`src/rtl/demux1x2_reg.sv`:
```
// demux1x2_reg: registered 1-to-2 valid/ready demux, one output register per branch; optional DEMUX_XFER_CNT_EN adds per-branch load counters
module demux1x2_reg #(
  parameter int WIDTH = 8
) (
  input  logic             CLK,
  input  logic             RESET,
  input  logic             SELECT,
  input  logic [WIDTH-1:0] DATAIN,
  input  logic             IN_VALID,
  output logic             IN_READY,
  output logic [WIDTH-1:0] DATAOUT1,
  output logic             OUT1_VALID,
  input  logic             OUT1_READY,
  output logic [WIDTH-1:0] DATAOUT2,
  output logic             OUT2_VALID,
  input  logic             OUT2_READY
`ifdef DEMUX_XFER_CNT_EN
  ,
  output logic [7:0]       CNT1,
  output logic [7:0]       CNT2
`endif
);
  typedef enum logic {EMPTY, FULL} state_t;
  state_t state1_q, state1_d, state2_q, state2_d;
  logic [WIDTH-1:0] data1_q, data1_d, data2_q, data2_d;
  logic load1, load2;
  // readiness depends only on the selected branch; each branch loads, drains or holds
  always_comb begin
    IN_READY = SELECT ? (state2_q == EMPTY || OUT2_READY) : (state1_q == EMPTY || OUT1_READY);
    load1    = IN_VALID && IN_READY && !SELECT;
    load2    = IN_VALID && IN_READY && SELECT;
    state1_d = load1 ? FULL : (state1_q == FULL && OUT1_READY) ? EMPTY : state1_q;
    state2_d = load2 ? FULL : (state2_q == FULL && OUT2_READY) ? EMPTY : state2_q;
    data1_d  = load1 ? DATAIN : data1_q;
    data2_d  = load2 ? DATAIN : data2_q;
  end
  // branch state and data registers; reset drops any held word
  always_ff @(posedge CLK or negedge RESET) begin
    if (!RESET) begin
      state1_q <= EMPTY;
      state2_q <= EMPTY;
      data1_q  <= '0;
      data2_q  <= '0;
    end else begin
      state1_q <= state1_d;
      state2_q <= state2_d;
      data1_q  <= data1_d;
      data2_q  <= data2_d;
    end
  end
  assign OUT1_VALID = (state1_q == FULL);
  assign OUT2_VALID = (state2_q == FULL);
  assign DATAOUT1   = data1_q;
  assign DATAOUT2   = data2_q;
`ifdef DEMUX_XFER_CNT_EN
  logic [7:0] cnt1_q, cnt2_q;
  // per-branch input transfer counters, wrapping at 255
  always_ff @(posedge CLK or negedge RESET) begin
    if (!RESET) begin
      cnt1_q <= '0;
      cnt2_q <= '0;
    end else begin
      cnt1_q <= cnt1_q + 8'(load1);
      cnt2_q <= cnt2_q + 8'(load2);
    end
  end
  assign CNT1 = cnt1_q;
  assign CNT2 = cnt2_q;
`endif
endmodule
```
`config.mk`:
```
export PLATFORM = sky130hd
export DESIGN_NAME = demux1x2_reg
export DESIGN_NICKNAME = d
export VERILOG_FILES = /design/src/rtl/demux1x2_reg.sv
export SDC_FILE = /design/constraint.sdc
export NUM_CORES = 1
export LEC_CHECK = 0
export ABC_AREA = 1
export CORE_UTILIZATION = 44
export CTS_CLUSTER_DIAMETER = 150
export CTS_CLUSTER_SIZE = 28
export DETAILED_ROUTE_END_ITERATION = 10
export PLACE_DENSITY_LB_ADDON = 0.1
export SYNTH_ARGS = -nofsm -noshare
export SYNTH_HDL_FRONTEND = slang
export SYNTH_SLANG_ARGS = --single-unit
```
`constraint.sdc`:
```
create_clock -name CLK -period 1.5 [get_ports CLK]
set_input_delay 0.225 -clock CLK [delete_from_list [all_inputs] [get_ports CLK]]
set_output_delay 0.225 -clock CLK [all_outputs]
set_load 0.01 [all_outputs]
```
Yosys cells after proc, flatten, opt, wreduce, memory -nomap -nowiden
Index checks and enable logic that the tools add are counted.
W data, S select, Z words.
- register bits: 18
- input port bits: 14
- output and inout port bits: 19
- logic and storage cells: 21
- muxes and demuxes: 5
- bitwise operators: 2
- reductions and logical operators: 10
- operator list (kind ; number):
    $logic_and A1 B1 Y1 ; 5
    $mux W1 ; 5
    $reduce_bool A2 Y1 ; 2
    $logic_or A1 B1 Y1 ; 2
    $not A1 Y1 ; 2
    $logic_not A1 Y1 ; 1

Longest topological paths before layout
Gate-level depths: netlist (run 1).
- word-level depth: 6
- gate-level depth with buffers: 5
- mapped depth without buffers: 5

Worst setup path before layout (run 1)
Ideal clock, no wire load.
- path kind: flip-flop to output port
- from: register state2_q, in the netlist OUT2_VALID
- to: output port IN_READY
- arrival: 0.799 ns
- data required time: 1.275 ns
- setup slack: 0.476 ns
- cell stages (with the launch flop): 5
- path buffers: 1
- cells stage by stage: dfrtp_1 nand2_2 buf_4 nand2_1 nand2_1
- word-level cells in the longest chain between the ends: 3
- RTL lines (item ; RTL line ; source):
    from (decl) ; 24 ; state_t state1_q, state1_d, state2_q, state2_d;
    from (signal assigned) ; 46 ; state2_q <= state2_d;
    $not A1 Y1 ; 29 ; IN_READY = SELECT ? (state2_q == EMPTY || OUT2_READY) : (state1_q == EMPTY || OUT1_READY);
    $logic_or A1 B1 Y1 ; 29 ;
    $mux W1 ; 29 ;
    to (decl) ; 10 ; output logic IN_READY,
No other way between the ends.

Worst setup path in the final report (run 1)
- from: register data2_q[6], in the netlist DATAOUT2[6]
- to: output port DATAOUT2[6]
- RTL lines (item ; RTL line ; source):
    from (decl) ; 25 ; logic [WIDTH-1:0] data1_q, data1_d, data2_q, data2_d;
    from (signal assigned) ; 48 ; data2_q <= data2_d;
    to (decl) ; 14 ; output logic [WIDTH-1:0] DATAOUT2,
No word-level cell between the ends.

==> results.cfg, run 1 <==
[synth]
synth_common_cells = nand2_1, dfrtp_1, nand4_1
synth_seq_cells = 18
synth_top_flop_cell = dfrtp_1
synth_fp_nets = 97
syn_inst = 83
avgSynthCellArea_um2 = 9.71
yosysMostFrequentCell = nand2_1
yosysTopAreaCellShare_pct = 55.9
synth_cell_type_count = 10
synth_edf_count = 0
synth-async-reset-ratio_pct = 100
synth_area_leader_cell = dfrtp_1
synth_seq_area_share_pct = 55.9
syn_area_um2 = 806
synth_area_leaders = dfrtp_1, nand2_1, nand4_1, nand3_4, buf_6
yosysWarnings = 0

[finish]
nets = 135
fill_cells = 155
final_util_pct = 69.1
drive_above_1_share_pct = 12.5
area_growth_pct = 48.0
multi_input_area_um2 = 287
antennaDiodeCount = 0
register_area_um2 = 450
final_cell_area_um2 = 1190

[hold_path]
hold_path.class = in2async

[critical_path]
path_class = reg2out
path_buf_inv = 1
cp_slowest_cell = clkdlybuf4s50_1
critPathTopFamily = buffers and inverters
crit_chain = clkdlybuf4s50_1
crit_path_max_fanout = 2
startpoint_type = flip-flop
critical-path-max-stage-delay_ns = 0.54
critical_path_required_ns = 1.27
cp.arrival_ns = 1.21
crit_path_end_kind = primary output

[floorplan]
initial_core_util_pct = 46.7
num_io_pins = 33
fp-row-count = 15
die_h_um = 44.8
die_w_um = 44.8
core-area_um2 = 1730
dieArea_um2 = 2010

[global_routing]
grt_max_degree = 19
gr-total-overflow = 0
grt_pass1_vias = 641
antenna_found_initial = 0
grt_pass1_wl_mm = 2.64
grt_usage_pct = 18.7

[timing]
timing.fmax_mhz = 695
fin_crit_ns = 1.44
timing.final.hold_violations = 0
max_slew.worst_pin.slew_ns = 0.228
finalSetupViolCount = 0
clock_skew_ns = 0.00557
final_max_slew_viol_count = 0
period_share_pct = 95.9
rsz0062_at_grt = no
whs_ns = 0.245
tns_ns = 0
slew_headroom_pct = 84.8

[clock_tree]
clkTransAtPathRegs_ns = 0.11
post_cts_buffers = 0
clock_sinks = 18
cts_tree = yes
clk_path_buf_depth = 2
cts-root-buf = clkbuf_4
h-tree-depth = 1
clkLatencyLatePin_ns = 0.29
cts_made_buffers = 3

[routing]
ant_nets = 0
vias = 716
avgRoutedWirePerCell_um = 11.8
wl_mm = 1.71
vias_per_cell = 4.94
drt_pre_antenna_iters = 4
drc = 0
drt-initial-drc-count = 17

[pwr]
p_int_w = 0.000915
ir_drop_v = 0.000776
p_per_area_nw_per_um2 = 1060
static-leakage-power_nw = 0.581
totalPowerFinal_w = 0.00127
p_comb_share_pct = 29.1
pwr-share-seq_pct = 47.2
swShare_pct = 27.7
clkPwrFrac_pct = 23.7
switching_power_w = 0.000350

[placed_design]
place_area_um2 = 1160
place_hpwl_mm = 1.23
routabilityCongestion = 0.767
port_buffers = 32

[outcome]
status = complete, no violations

[flow_run]
maxCapViolations = 0
## final cells by class
type | count | area share [%]
Sequential cell | 18 | 37.8
Tap cell | 25 | 2.62
Inverter | 3 | 0.944
Clock buffer | 4 | 3.04
Timing Repair Buffer | 38 | 31.6
Multi-Input combinational cell | 57 | 24.0
## placed cells by master (no fill, tap or decap), drive strengths merged
cell type / count
nand4: 16
dfrtp: 18
nand3: 2
inv: 3
nand2: 39
clkdlybuf4s50: 31
buf: 6
clkbuf: 4
dlygate4sd2: 1
## flip-flops by register name, indices dropped and copies added, names as in the netlist
register / cells
DATAOUT1: 8
DATAOUT2: 8
OUT1_VALID: 1
OUT2_VALID: 1
## path summary, 6_finish.rpt
check,from,to,slack [ns],cells past startpoint
worst min-delay path,RESET,DATAOUT2[7]$_DFFE_PN0P_,0.24,2
worst min register to register,DATAOUT1[4]$_DFFE_PN0P_,DATAOUT1[4]$_DFFE_PN0P_,0.48,2
min in group CLK,DATAOUT1[4]$_DFFE_PN0P_,DATAOUT1[4]$_DFFE_PN0P_,0.48,2
worst max-delay path,DATAOUT2[6]$_DFFE_PN0P_,DATAOUT2[6],0.06,1
max in group asynchronous,RESET,DATAOUT1[6]$_DFFE_PN0P_,1.06,2
worst max register to register,OUT1_VALID$_DFFE_PN0P_,DATAOUT1[3]$_DFFE_PN0P_,0.49,5
## cell families after synthesis
kind of cell,share of synthesized area [%]
buffers and inverters,8.54
flip-flops,55.9
AND/OR/NAND/NOR,35.6
## metal layers
| metal | up-vias | global-route usage, % | share of wire, % |
|---|---|---|---|
| li1 | 357 | - | - |
| met1 | 331 | 24.8 | 46 |
| met2 | 24 | 29.4 | 47 |
| met3 | 4 | 2.40 | 5.1 |
| met5 | - | 0 | 0 |
| met4 | 0 | 10.9 | 1.8 |
## stage by stage
step / setup slack (ns) / std cells
floorplan: 0.476 / 83
CTS: 0.0548 / 145
finish: 0.0617 / 145
global route: 0.0371 / 145
global placement: -0.156 / 141
detailed placement: -0.156 / 141
## timing repair
action / in CTS / in global routing
hold buffers: 0 / 0
setup endpoints to repair: 1 / 0
gates resized for setup: 1 / 0
## power by group through the flow
stage / registers (W) / clock network (W) / logic [W]
3_5_place_dp: 0.000607 / 0 / 0.000372
6_report: 0.000597 / 0.000300 / 0.000368
4_1_cts: 0.000598 / 0.000306 / 0.000372
5_1_grt: 0.000605 / 0.000320 / 0.000399
3_3_place_gp: 0.000604 / 0 / 0.000368
2_1_floorplan: 0.000643 / 0 / 0.000115
Note: power is estimated with default switching activity, not from simulation.
==> inputs of run 2 (changes only) <==
Settings changed: ABC_AREA 1 to default, CORE_UTILIZATION 44 to 42.
==> results.cfg, run 2 <==
[outcome]
status = complete, no violations

[synth]
syn_inst = 44
synth_common_cells = dfrtp_1, mux2_2
synth_area_leaders = dfrtp_1, mux2_2, nor3b_4, nor2_4, nand2b_2
synth_top_flop_cell = dfrtp_1
synth_seq_area_share_pct = 64.1
synth-async-reset-ratio_pct = 100
synth_edf_count = 0
yosysMostFrequentCell = dfrtp_1
syn_area_um2 = 703
synth_fp_nets = 58
avgSynthCellArea_um2 = 16.0
yosysTopAreaCellShare_pct = 64.1
synth_seq_cells = 18
synth_cell_type_count = 12
yosysWarnings = 0
synth_area_leader_cell = dfrtp_1

[global_routing]
grt_usage_pct = 17.9
grt_pass1_vias = 549
gr-total-overflow = 0
grt_pass1_wl_mm = 2.42
antenna_found_initial = 0
grt_max_degree = 19

[routing]
avgRoutedWirePerCell_um = 14.0
ant_nets = 0
drt-initial-drc-count = 3
vias = 490
drc = 0
drt_pre_antenna_iters = 4
vias_per_cell = 4.90
wl_mm = 1.40

[floorplan]
fp-row-count = 14
core-area_um2 = 1540
dieArea_um2 = 1840
num_io_pins = 33
die_h_um = 42.9
initial_core_util_pct = 45.6
die_w_um = 42.9

[finish]
antennaDiodeCount = 0
final_common_cell = clkdlybuf4s50_1
area_growth_pct = 59.3
register_area_um2 = 450
nets = 99
finalNonFillerCells = 100
final_cell_area_um2 = 1120
final_cell_mix = clkdlybuf4s50_1, dfrtp_1, mux2_2
drive_above_1_share_pct = 34.5
multi_input_area_um2 = 251
fill_cells = 119

[clock_tree]
cts_tree = yes
h-tree-depth = 1
cts_made_buffers = 3
clock_sinks = 18
cts-root-buf = clkbuf_4
cts-hold-fix-buffers = 0
post_cts_buffers = 0
clk_path_buf_depth = 2
clkTransAtPathRegs_ns = 0.10
clkLatencyLatePin_ns = 0.29

[critical_path]
crit_path_end_kind = primary output
critical_path_required_ns = 1.27
critPathTopFamily = buffers and inverters
cp.arrival_ns = 1.20
cp_slowest_cell = clkdlybuf4s50_1
critical-path-max-stage-delay_ns = 0.54
crit_path_max_fanout = 2
crit_chain = clkdlybuf4s50_1
path_buf_inv = 1
path_class = reg2out
startpoint_type = flip-flop

[timing]
setup_ws_ns = 0.0766
timing.fmax_mhz = 703
clock_skew_ns = 0.00655
rsz0062_at_grt = no
slew_headroom_pct = 83.0
finalSetupViolCount = 0
max_slew.worst_pin.slew_ns = 0.255
timing.final.hold_violations = 0
period_share_pct = 94.9
fin_crit_ns = 1.42
tns_ns = 0
final_max_slew_viol_count = 0

[hold_path]
hold_path.class = in2async

[placed_design]
place_area_um2 = 1090
dp.cells = 96
place_hpwl_mm = 1.05
routabilityCongestion = 0.756
place_ws_ns = -0.228
port_buffers = 32

[flow_run]
maxCapViolations = 0

[pwr]
totalPowerFinal_w = 0.00129
p_per_area_nw_per_um2 = 1150
static-leakage-power_nw = 0.471
ir_drop_v = 0.000810
==> run 2: cell types whose count changed after synthesis, moves of 2 or more <==
cell,delta
buf_6,-2
buf_4,-2
nand4_1,-16
mux2_2,+16
nand3_4,-2
nand2_2,-2
nand2_1,-36
==> run 2: per-layer routing <==
metal	up-vias	part of all wire, %	track usage [%]
li1	232	-	-
met1	235	43	21.0
met2	21	48	30.6
met3	2	7.9	7.23
met4	0	1.0	3.75
met5	-	0	0
==> run 2: what timing repair did <==
action | CTS | global route
cloned | 0 | 0
setup endpoints to repair | 1 | 1
gates resized for setup | 1 | 3
==> run 2: kinds of logic (layout without fill, tap and decap cells) <==
kind of cell,Yosys count,after routing,share of synthesized area (%)
AND/OR/NAND/NOR,7,7,8.36
AO/OA/AOI/OAI,2,2,1.42
buffers and inverters,1,41,0.533
flip-flops,18,18,64.1
multiplexers,16,16,25.6
==> run 2: path summary, 6_finish.rpt <==
kind / startpoint / to / slack (ns) / cells past startpoint
worst max-delay path: DATAOUT2[1]$_DFFE_PN0P_ / DATAOUT2[1] / 0.08 / 1
worst min-delay path: RESET / DATAOUT1[0]$_DFFE_PN0P_ / 0.25 / 2
worst max register to register: OUT2_VALID$_DFFE_PN0P_ / DATAOUT2[1]$_DFFE_PN0P_ / 0.12 / 4
worst min register to register: DATAOUT2[3]$_DFFE_PN0P_ / DATAOUT2[3]$_DFFE_PN0P_ / 0.51 / 1
max in group asynchronous: RESET / DATAOUT2[3]$_DFFE_PN0P_ / 1.05 / 2
min in group CLK: DATAOUT2[3]$_DFFE_PN0P_ / DATAOUT2[3]$_DFFE_PN0P_ / 0.51 / 1
==> run 2: power breakdown <==
part	leakage [nW]	total, W	switching, W	internal, W
Clock	0.0210	0.000295	0.000147	0.000148
Sequential	0.212	0.000607	0.0000389	0.000568
Combinational	0.237	0.000387	0.000134	0.000253
Total	0.471	0.00129	0.000320	0.000969
==> run 2: final cells by class <==
type | instances | share of cell area [%]
inverters | 1 | 0.335
repair buffers | 36 | 32.0
clock buffers | 4 | 3.24
well taps | 16 | 1.79
flip-flops and latches | 18 | 40.2
multi-input cells | 25 | 22.5
==> run 2: per-stage QoR <==
| step | util, % | hold WS, ns |
|---|---|---|
| floorplan | - | -0.0706 |
| global placement | 70.5 | 0.489 |
| detailed placement | 70.5 | 0.496 |
| CTS | 72.7 | 0.251 |
| global route | 72.6 | 0.275 |
| finish | 72.6 | 0.248 |
